<file path="src/rtl/aud_pkg.sv">
// Shared types and constants for the I2S audio transmitter.
package aud_pkg;

  typedef enum logic [1:0] {
    IDLE  = 2'd0,
    SHIFT = 2'd1,
    PAD   = 2'd2
  } aud_state_e;

  // Channel encoding of the frame clock.
  localparam logic LEFT  = 1'b0;
  localparam logic RIGHT = 1'b1;

endpackage

</file>
<file path="src/rtl/aud_sample_fifo.sv">
// Stereo sample-pair FIFO clocked on the falling bit clock.
// Pointers carry one extra wrap bit so full and empty are told apart by the level.
module aud_sample_fifo #(
  parameter int WIDTH = 32,
  parameter int DEPTH = 4
) (
  input  logic                       bclk,
  input  logic                       i_rst_n,
  input  logic                       push,
  input  logic [WIDTH-1:0]           wdata,
  input  logic                       pop,
  output logic [WIDTH-1:0]           rdata,
  output logic                       full,
  output logic                       empty,
  output logic [$clog2(DEPTH):0]     level
);

  localparam int AW = $clog2(DEPTH);

  logic [WIDTH-1:0] mem [DEPTH];
  logic [AW:0]      wr_ptr;
  logic [AW:0]      rd_ptr;
  logic             do_push;
  logic             do_pop;

  assign level   = wr_ptr - rd_ptr;
  assign full    = (level == (AW+1)'(DEPTH));
  assign empty   = (level == '0);
  assign do_push = push && !full;
  assign do_pop  = pop && !empty;
  assign rdata   = mem[rd_ptr[AW-1:0]];

  // Pointer update; reset empties the FIFO.
  always_ff @(negedge bclk or negedge i_rst_n) begin
    if (!i_rst_n) begin
      wr_ptr <= '0;
      rd_ptr <= '0;
    end else begin
      if (do_push) wr_ptr <= wr_ptr + 1'b1;
      if (do_pop)  rd_ptr <= rd_ptr + 1'b1;
    end
  end

  // Storage write; contents need no reset since the pointers gate visibility.
  always_ff @(negedge bclk) begin
    if (do_push) mem[wr_ptr[AW-1:0]] <= wdata;
  end

endmodule

</file>
<file path="src/rtl/aud_i2s_tx.sv">
// I2S transmitter: buffers stereo pairs and serialises them MSB first,
// one bit clock after each frame-clock transition.
//
// state | meaning
// IDLE  | output low, waiting for a left edge with enable set
// SHIFT | driving word bits, one per falling bit clock
// PAD   | word complete, output low until the next slot edge
module aud_i2s_tx
  import aud_pkg::*;
#(
  parameter int DATA_W     = 16,
  parameter int FIFO_DEPTH = 4
) (
  input  logic                          i_bclk,
  input  logic                          i_rst_n,
  input  logic                          i_daclrck,
  input  logic                          i_en,
  input  logic                          i_mono,
  input  logic                          i_valid,
  input  logic [DATA_W-1:0]             i_data_l,
  input  logic [DATA_W-1:0]             i_data_r,
  output logic                          o_ready,
  output logic [$clog2(FIFO_DEPTH):0]   o_level,
  output logic                          o_underrun,
  input  logic                          i_clr_underrun,
  output logic                          o_aud_dacdat
);

  localparam int CW = $clog2(DATA_W + 1);

  aud_state_e        state_q, state_d;
  logic              lrck_q;
  logic [DATA_W-1:0] sh_q, sh_d;
  logic [CW-1:0]     cnt_q, cnt_d;
  logic              dac_q, dac_d;
  logic [DATA_W-1:0] hold_l_q, hold_l_d;
  logic [DATA_W-1:0] hold_r_q, hold_r_d;
  logic              underrun_q, underrun_d;
  logic              left_edge, right_edge;
  logic              fifo_pop, fifo_full, fifo_empty;
  logic [DATA_W-1:0] fifo_l, fifo_r;
  logic              load;
  logic [DATA_W-1:0] word;

  assign left_edge    = (i_daclrck != lrck_q) && (i_daclrck == LEFT);
  assign right_edge   = (i_daclrck != lrck_q) && (i_daclrck == RIGHT);
  assign o_ready      = !fifo_full;
  assign o_underrun   = underrun_q;
  assign o_aud_dacdat = dac_q & i_en;

  aud_sample_fifo #(
    .WIDTH (2 * DATA_W),
    .DEPTH (FIFO_DEPTH)
  ) u_fifo (
    .bclk    (i_bclk),
    .i_rst_n (i_rst_n),
    .push    (i_valid),
    .wdata   ({i_data_l, i_data_r}),
    .pop     (fifo_pop),
    .rdata   ({fifo_l, fifo_r}),
    .full    (fifo_full),
    .empty   (fifo_empty),
    .level   (o_level)
  );

  // Next-state, shifter and underrun decisions for the current bit clock.
  always_comb begin
    state_d    = state_q;
    sh_d       = sh_q;
    cnt_d      = cnt_q;
    dac_d      = dac_q;
    hold_l_d   = hold_l_q;
    hold_r_d   = hold_r_q;
    underrun_d = underrun_q;
    fifo_pop   = 1'b0;
    load       = 1'b0;
    word       = '0;

    if (i_clr_underrun) underrun_d = 1'b0;

    if (!i_en) begin
      state_d = IDLE;
      dac_d   = 1'b0;
    end else begin
      case (state_q)
        IDLE: begin
          dac_d = 1'b0;
          load  = left_edge;
        end
        SHIFT, PAD: begin
          if (left_edge || right_edge) begin
            load = 1'b1;
          end else if (state_q == SHIFT) begin
            if (cnt_q < CW'(DATA_W - 1)) begin
              dac_d = sh_q[DATA_W-1];
              sh_d  = {sh_q[DATA_W-2:0], 1'b0};
              cnt_d = cnt_q + 1'b1;
            end else begin
              state_d = PAD;
              dac_d   = 1'b0;
              cnt_d   = CW'(DATA_W);
            end
          end else begin
            dac_d = 1'b0;
          end
        end
        default: begin
          state_d = IDLE;
          dac_d   = 1'b0;
        end
      endcase

      // A left edge fetches a new pair; an empty FIFO sends silence and flags it.
      if (load && left_edge) begin
        fifo_pop = !fifo_empty;
        hold_l_d = fifo_empty ? '0 : fifo_l;
        hold_r_d = fifo_empty ? '0 : fifo_r;
        if (fifo_empty) underrun_d = 1'b1;
        word = hold_l_d;
      end else if (load) begin
        word = i_mono ? hold_l_q : hold_r_q;
      end

      if (load) begin
        state_d = SHIFT;
        dac_d   = word[DATA_W-1];
        sh_d    = {word[DATA_W-2:0], 1'b0};
        cnt_d   = '0;
      end
    end
  end

  // State and datapath registers on the falling bit clock.
  always_ff @(negedge i_bclk or negedge i_rst_n) begin
    if (!i_rst_n) begin
      state_q    <= IDLE;
      lrck_q     <= 1'b1;
      sh_q       <= '0;
      cnt_q      <= '0;
      dac_q      <= 1'b0;
      hold_l_q   <= '0;
      hold_r_q   <= '0;
      underrun_q <= 1'b0;
    end else begin
      state_q    <= state_d;
      lrck_q     <= i_daclrck;
      sh_q       <= sh_d;
      cnt_q      <= cnt_d;
      dac_q      <= dac_d;
      hold_l_q   <= hold_l_d;
      hold_r_q   <= hold_r_d;
      underrun_q <= underrun_d;
    end
  end

endmodule

</file>
<file path="config.mk">
export PLATFORM = sky130hd
export DESIGN_NAME = aud_i2s_tx
export DESIGN_NICKNAME = d
export VERILOG_FILES = /design/src/rtl/aud_pkg.sv /design/src/rtl/aud_sample_fifo.sv /design/src/rtl/aud_i2s_tx.sv
export SDC_FILE = /design/constraint.sdc
export NUM_CORES = 1
export LEC_CHECK = 0
export ABC_AREA = 1
export ABC_CLOCK_PERIOD_IN_PS = 3550
export BUFFER_PORTS_ARGS = -buffer_cell sky130_fd_sc_hd__clkbuf_2
export CAP_MARGIN = 20
export CORE_MARGIN = 2
export CORE_UTILIZATION = 50
export CTS_BUF_LIST = sky130_fd_sc_hd__clkbuf_16
export DETAILED_ROUTE_END_ITERATION = 8
export GPL_TIMING_DRIVEN = 0
export PLACE_DENSITY_LB_ADDON = 0.2
export RECOVER_POWER = 50
export SETUP_SLACK_MARGIN = 0.02
export SYNTH_ARGS = -nofsm -noshare
export SYNTH_HDL_FRONTEND = slang
export SYNTH_SLANG_ARGS = --single-unit
</file>
<file path="constraint.sdc">
create_clock -name i_bclk -period 3.55 [get_ports i_bclk]
set_input_delay 0.71 -clock i_bclk [delete_from_list [all_inputs] [get_ports i_bclk]]
set_output_delay 0.71 -clock i_bclk [all_outputs]
set_load 0.02 [all_outputs]
</file>
Yosys cells after proc, flatten, opt, wreduce, memory -nomap -nowiden --
Memories as Yosys holds them, arrays and structs flattened. Index checks and enable logic that the tools add are counted.
Storage, ports and cells: register bits after elaboration 64, bits in writable memories 128, output and inout bits 6, logic and storage cells 82, memories kept 1
Operators by class: add/sub/neg operators 4, magnitude comparators 1, eq/ne operators 9, muxes and demuxes 37, bitwise gates (word level) 2, reduce and logical (&&, ||, !) cells 18
Memory list:
- u_fifo.mem | words 4, width 32, rd ports 1, clocked after memory_dff 0, wr ports 1, line aud_sample_fifo.sv:20 | logic [WIDTH-1:0] mem [DEPTH];
Operator list (number):
- 16-bit 2-to-1 mux | 9
- 5-bit 2-to-1 mux | 5
- 1-bit 2-to-1 mux | 16
- 4-bit != test (second input constant) | 3
- 2-bit 2-to-1 mux | 5
- 4-bit AND reduction | 2
- 3-bit by 1-bit adder with 3-bit output (second input constant) | 2
- 2-bit nonzero test | 3
- 5-bit by 1-bit adder with 5-bit output (second input constant) | 1
- 1-bit logical AND | 5
- 5-bit by 4-bit < comparator with 1-bit output (second input constant) | 1
- 5-bit AND reduction | 1
- 2-bit case mux with 2 select lines | 1
- 3-bit == test (second input constant) | 1
- 3-bit zero test | 1
- 3-bit != test (second input constant) | 1
- 3-bit subtractor | 1
- 2-bit by 1-bit == test with 1-bit output (second input constant) | 1
- 2-bit == test (second input constant) | 1
- 1-bit zero test | 2
- 2-bit zero test | 1
- 2-bit by 1-bit != test with 1-bit output (second input constant) | 1
- 1-bit case mux with 2 select lines | 1
- 2-bit AND reduction | 1
- 5 further kinds | 5

Logic depth before layout (Yosys ltp) --
depth in word-level cells 10, depth in mapped cells 12, depth with buffers taken out 11

By module --
A second synthesis with hierarchy kept.
Unflattened totals: cells, all modules 786, area, all modules 8271.7 sq um
Modules (own cells, without submodules):
- aud_sample_fifo | instances 1, cells each 379, area an instance 5228.8 sq um
- aud_i2s_tx | instances 1, cells each 407, area an instance 3042.9 sq um

==> implementation parameters <==
Parameter                              Value

Die
  Effective utilization at floorplan ... 51.32%
  # rows ... 46
  Core footprint ... 15940 µm²
  Die Ht ... 131.9 µm
  Overall die area ... 17400 µm²
  Number of top-level pins ... 45
  Die Wd ... 131.9 µm

Final layout
  Area added between synthesis and finish ... 37.01%
  Number of nets at the end of the flow ... 1071
  Share of post-route cells with drive strength above 1 ... 26.94%
  Number of diodes added for antenna fixing ... 0
  Final design instance area without fill ... 11210 µm²
  Fill cell instance count of the final layout ... 1134
  Utilization of the core after routing ... 70.31%

Clocking
  Clk slew on worst S/H paths ... 0.05 ns
  Inserted Clock Buffers ... 17
  CTS tree ... yes
  Later-pin clock latency in the skew report ... 0.48 ns
  Clock sinks ... 191
  Number of buffers inserted by hold repair at cts ... 0
  Maximum root-to-sink buffer count ... 2
  Count of H-tree levels built during CTS ... 4
  Root cell of the clock tree ... sky130_fd_sc_hd__clkbuf_16

Synth
  Synthesized netlist net count ... 820
  Count of flip-flops with a built-in enable after synthesis ... 128
  Top cells by count, synth ... sky130_fd_sc_hd__nand2_1 (237), sky130_fd_sc_hd__edfxtp_1 (128), sky130_fd_sc_hd__nor2_1 (71)
  Yosys top cell area share ... 46.98%
  Register area share after synthesis ... 66.26%
  Top cell type by total area after synthesis ... sky130_fd_sc_hd__edfxtp_1
  Synth warnings ... 0
  Synth top area cells ... sky130_fd_sc_hd__edfxtp_1 (47%), sky130_fd_sc_hd__dfrtn_1 (19%), sky130_fd_sc_hd__nand2_1 (11%)
  Post-synthesis async set-or-reset flop share ... 32.98%
  Cell count after synthesis ... 768
  Netlist cell types ... 36
  Syn avg cell area ... 10.65 µm²
  Synth Register Bits ... 191
  Most common cell in the synthesized netlist ... sky130_fd_sc_hd__nand2_1
  Cell area after synthesis ... 8182 µm²
  Flip-flop cell with the highest count after synthesis ... sky130_fd_sc_hd__edfxtp_1

Placement
  Area post-placement ... 8869 µm²
  # port buffers ... 43
  Placer Congestion ... 0.8332
  Half-perimeter wire length of the detailed placement result ... 12060 µm

Global route
  Total global routing track utilization ... 24.23%
  Global-route wire length before repair ... 32220 µm
  Maximum number of pins on one net before global-route repair ... 64
  Total gr overflow ... 0
  Via count of the first global-routing pass ... 6574
  Antenna violations before repair ... 0

Worst setup path
  CP endpoint ... o_ready
  Largest fanout on the critical path ... 2
  Setup CP Type ... register to primary output
  Logic depth of the worst path, buffers included ... 8
  Cell with the most instances on the worst path ... sky130_fd_sc_hd__nand2_4
  Required time of the critical path ... 2.84 ns
  Reg-to-reg startpoint ... u_fifo.wr_ptr[0]
  First element of the critical path ... u_fifo.wr_ptr[0]
  Critical-path cell with the highest stage delay ... sky130_fd_sc_hd__dfrtn_1
  List of cells traversed by the critical path ... inv_2, ha_4, fa_2, inv_2, nand2_4, nand2_4, nand2_4, buf_8
  Dominant delay contributor by cell family on the critical path ... adder cells
  Worst path max stage delay ... 0.42 ns
  WP data arrival ... 3.58 ns
  Endpoint kind of the worst setup timing path ... primary output
  Setup slack on the worst flop-to-flop path ... 0.85 ns
  Sum of buffers and inverters on the critical path ... 3
  Worst Reg-to-Reg Cells ... 13
  Type of origin of the critical path ... register
  Worst r2r dst ... u_fifo.wr_ptr[2]

Power
  Largest vdd supply drop ... 0.5481 mV
  Leakage power total ... 0.004922 µW
  Pwr/cell area ... 880.6 nW/µm²

Detailed routing
  Average wire length per cell after detail routing ... 18.09 µm
  Vias after detailed routing ... 6699
  Iter 0 DRT Violations ... 574
  Post-Route WL ... 22570 µm
  Post-route ant nets ... 0
  Average vias per placed instance ... 5.368
  First-pass detailed-route iteration total ... 5
  Remaining routing DRC violations ... 0

STA
  Worst Max-Slew Pin Slew ... 1.420 ns
  Worst hold slack after final layout ... 0.4208 ns
  Worst clock skew ... 0.07454 ns
  Number of pins exceeding their max-slew limit in the final report ... 0
  Slew headroom ... 5.321%
  Final critical-path setup slack ... -0.7367 ns
  Final Hold Viols ... 0
  RSZ-0062 raised after global routing ... true
  Final number of setup-violating endpoints ... 65

Outcome
  Violated checks ... setup timing
  Run status ... finished, violations left

Job
  # Max-Cap Violations ... 0

Hold path
  HP Class ... register to register
registers in the layout (all words and copies together), names as in the netlist:
register       flops
cnt_q              5
dac_q              1
hold_l_q          16
hold_r_q          16
lrck_q             1
o_underrun         1
sh_q              15
state_q            2
u_fifo.mem       128
u_fifo.rd_ptr      3
u_fifo.wr_ptr      3
stage by stage:
stage	instances	total power, µW	setup TNS (ns)	worst slack, ns
finish	1248	9871	-12.55	-0.7367
global route	1248	10450	-16.26	-0.7905
CTS	1217	9182	-5.741	-0.7577
detailed placement	1027	6467	-117.36	-0.6921
global placement	1027	6371	-132.56	-0.6952
floorplan	768	5565	-29.11	-0.2450
timing repair:
action | 4_1_cts | 5_1_grt
resized for setup | 27 | 164
buffers inserted | 28 | 25
pin swaps | 15 | 21
gates cloned | 5 | 6
setup endpoints to repair | 185 | 75
tightest hold or removal path, cell delays in order, from the launching register on:
cell	delay, ns
sky130_fd_sc_hd__dfrtn_1	0.41
sky130_fd_sc_hd__nand2_1	0.05
sky130_fd_sc_hd__nand2_1	0.05
placed cells by master, fill, tap and decap left out, types with 7 or more instances in the layout:
master	count
sky130_fd_sc_hd__inv_1	158
sky130_fd_sc_hd__a32o_1	15
sky130_fd_sc_hd__buf_2	15
sky130_fd_sc_hd__clkbuf_1	41
sky130_fd_sc_hd__nand2_1	193
sky130_fd_sc_hd__clkbuf_16	21
sky130_fd_sc_hd__a21oi_2	13
sky130_fd_sc_hd__inv_2	7
sky130_fd_sc_hd__buf_8	8
sky130_fd_sc_hd__ha_1	10
sky130_fd_sc_hd__nor2_4	27
sky130_fd_sc_hd__nand2_2	19
sky130_fd_sc_hd__nand2_4	28
sky130_fd_sc_hd__dfrtn_1	62
sky130_fd_sc_hd__buf_4	42
sky130_fd_sc_hd__o21ai_1	14
sky130_fd_sc_hd__buf_12	8
sky130_fd_sc_hd__o21ai_0	33
sky130_fd_sc_hd__o21ai_2	20
sky130_fd_sc_hd__a21oi_1	30
sky130_fd_sc_hd__nand3_1	12
sky130_fd_sc_hd__buf_6	9
sky130_fd_sc_hd__nor2_1	37
sky130_fd_sc_hd__edfxtp_1	128
sky130_fd_sc_hd__a31oi_1	9
sky130_fd_sc_hd__nor2_2	11
worst min-delay path by stage:
| stage | end | depth (start not counted) | slack (ns) | start |
|---|---|---|---|---|
| 2_1_floorplan | hold_l_q[14] | 2 | 0.40 | hold_l_q[14] |
| 5_1_grt | hold_l_q[3] | 2 | 0.43 | hold_l_q[3] |
| 4_1_cts | hold_l_q[4] | 2 | 0.42 | hold_l_q[4] |
| 6_report | hold_l_q[3] | 2 | 0.42 | hold_l_q[3] |
| 3_5_place_dp | hold_l_q[4] | 2 | 0.42 | hold_l_q[4] |
| 3_3_place_gp | hold_l_q[4] | 2 | 0.41 | hold_l_q[4] |
report_power, final:
part / switching [µW] / internal (µW) / total [µW]
combinational: 2440 / 1410 / 3850
clock: 1330 / 1220 / 2540
sequential: 363 / 3110 / 3480
cell families (layout without fill, tap and decap cells):
family | Yosys count | in the layout | synth area share, %
and+or+nand+nor | 340 | 345 | 16.84
DFF | 191 | 191 | 66.26
AOI/OAI and AO/OA | 140 | 140 | 10.06
buffers and inverters | 81 | 340 | 4.435
adders and majority gates | 13 | 13 | 2.080
xor gates and xnor gates | 3 | 3 | 0.3212
layout make-up:
| class | count | area, µm² | area share (%) |
|---|---|---|---|
| multi-input cells | 501 | 3127 | 27.89 |
| plain buffers | 34 | 246.5 | 2.199 |
| well taps | 216 | 270.3 | 2.411 |
| repair inverters | 1 | 6.256 | 0.05581 |
| inverters | 43 | 200.2 | 1.786 |
| clock buffers | 17 | 425.4 | 3.795 |
| clock inverters | 144 | 683.2 | 6.094 |
| flip-flops and latches | 191 | 5421 | 48.36 |
| repair buffers | 101 | 829.5 | 7.400 |
per-layer routing:
metal  vias to the layer above  track usage, %  routed length (µm)
met4                         0           9.903                 382
met2                       255           41.52               11970
met3                        35           6.920                1225
met5                         -               0                   0
li1                       3117               -                   -
met1                      3292           28.82                8990
Note: power is estimated with default switching activity, not from simulation.
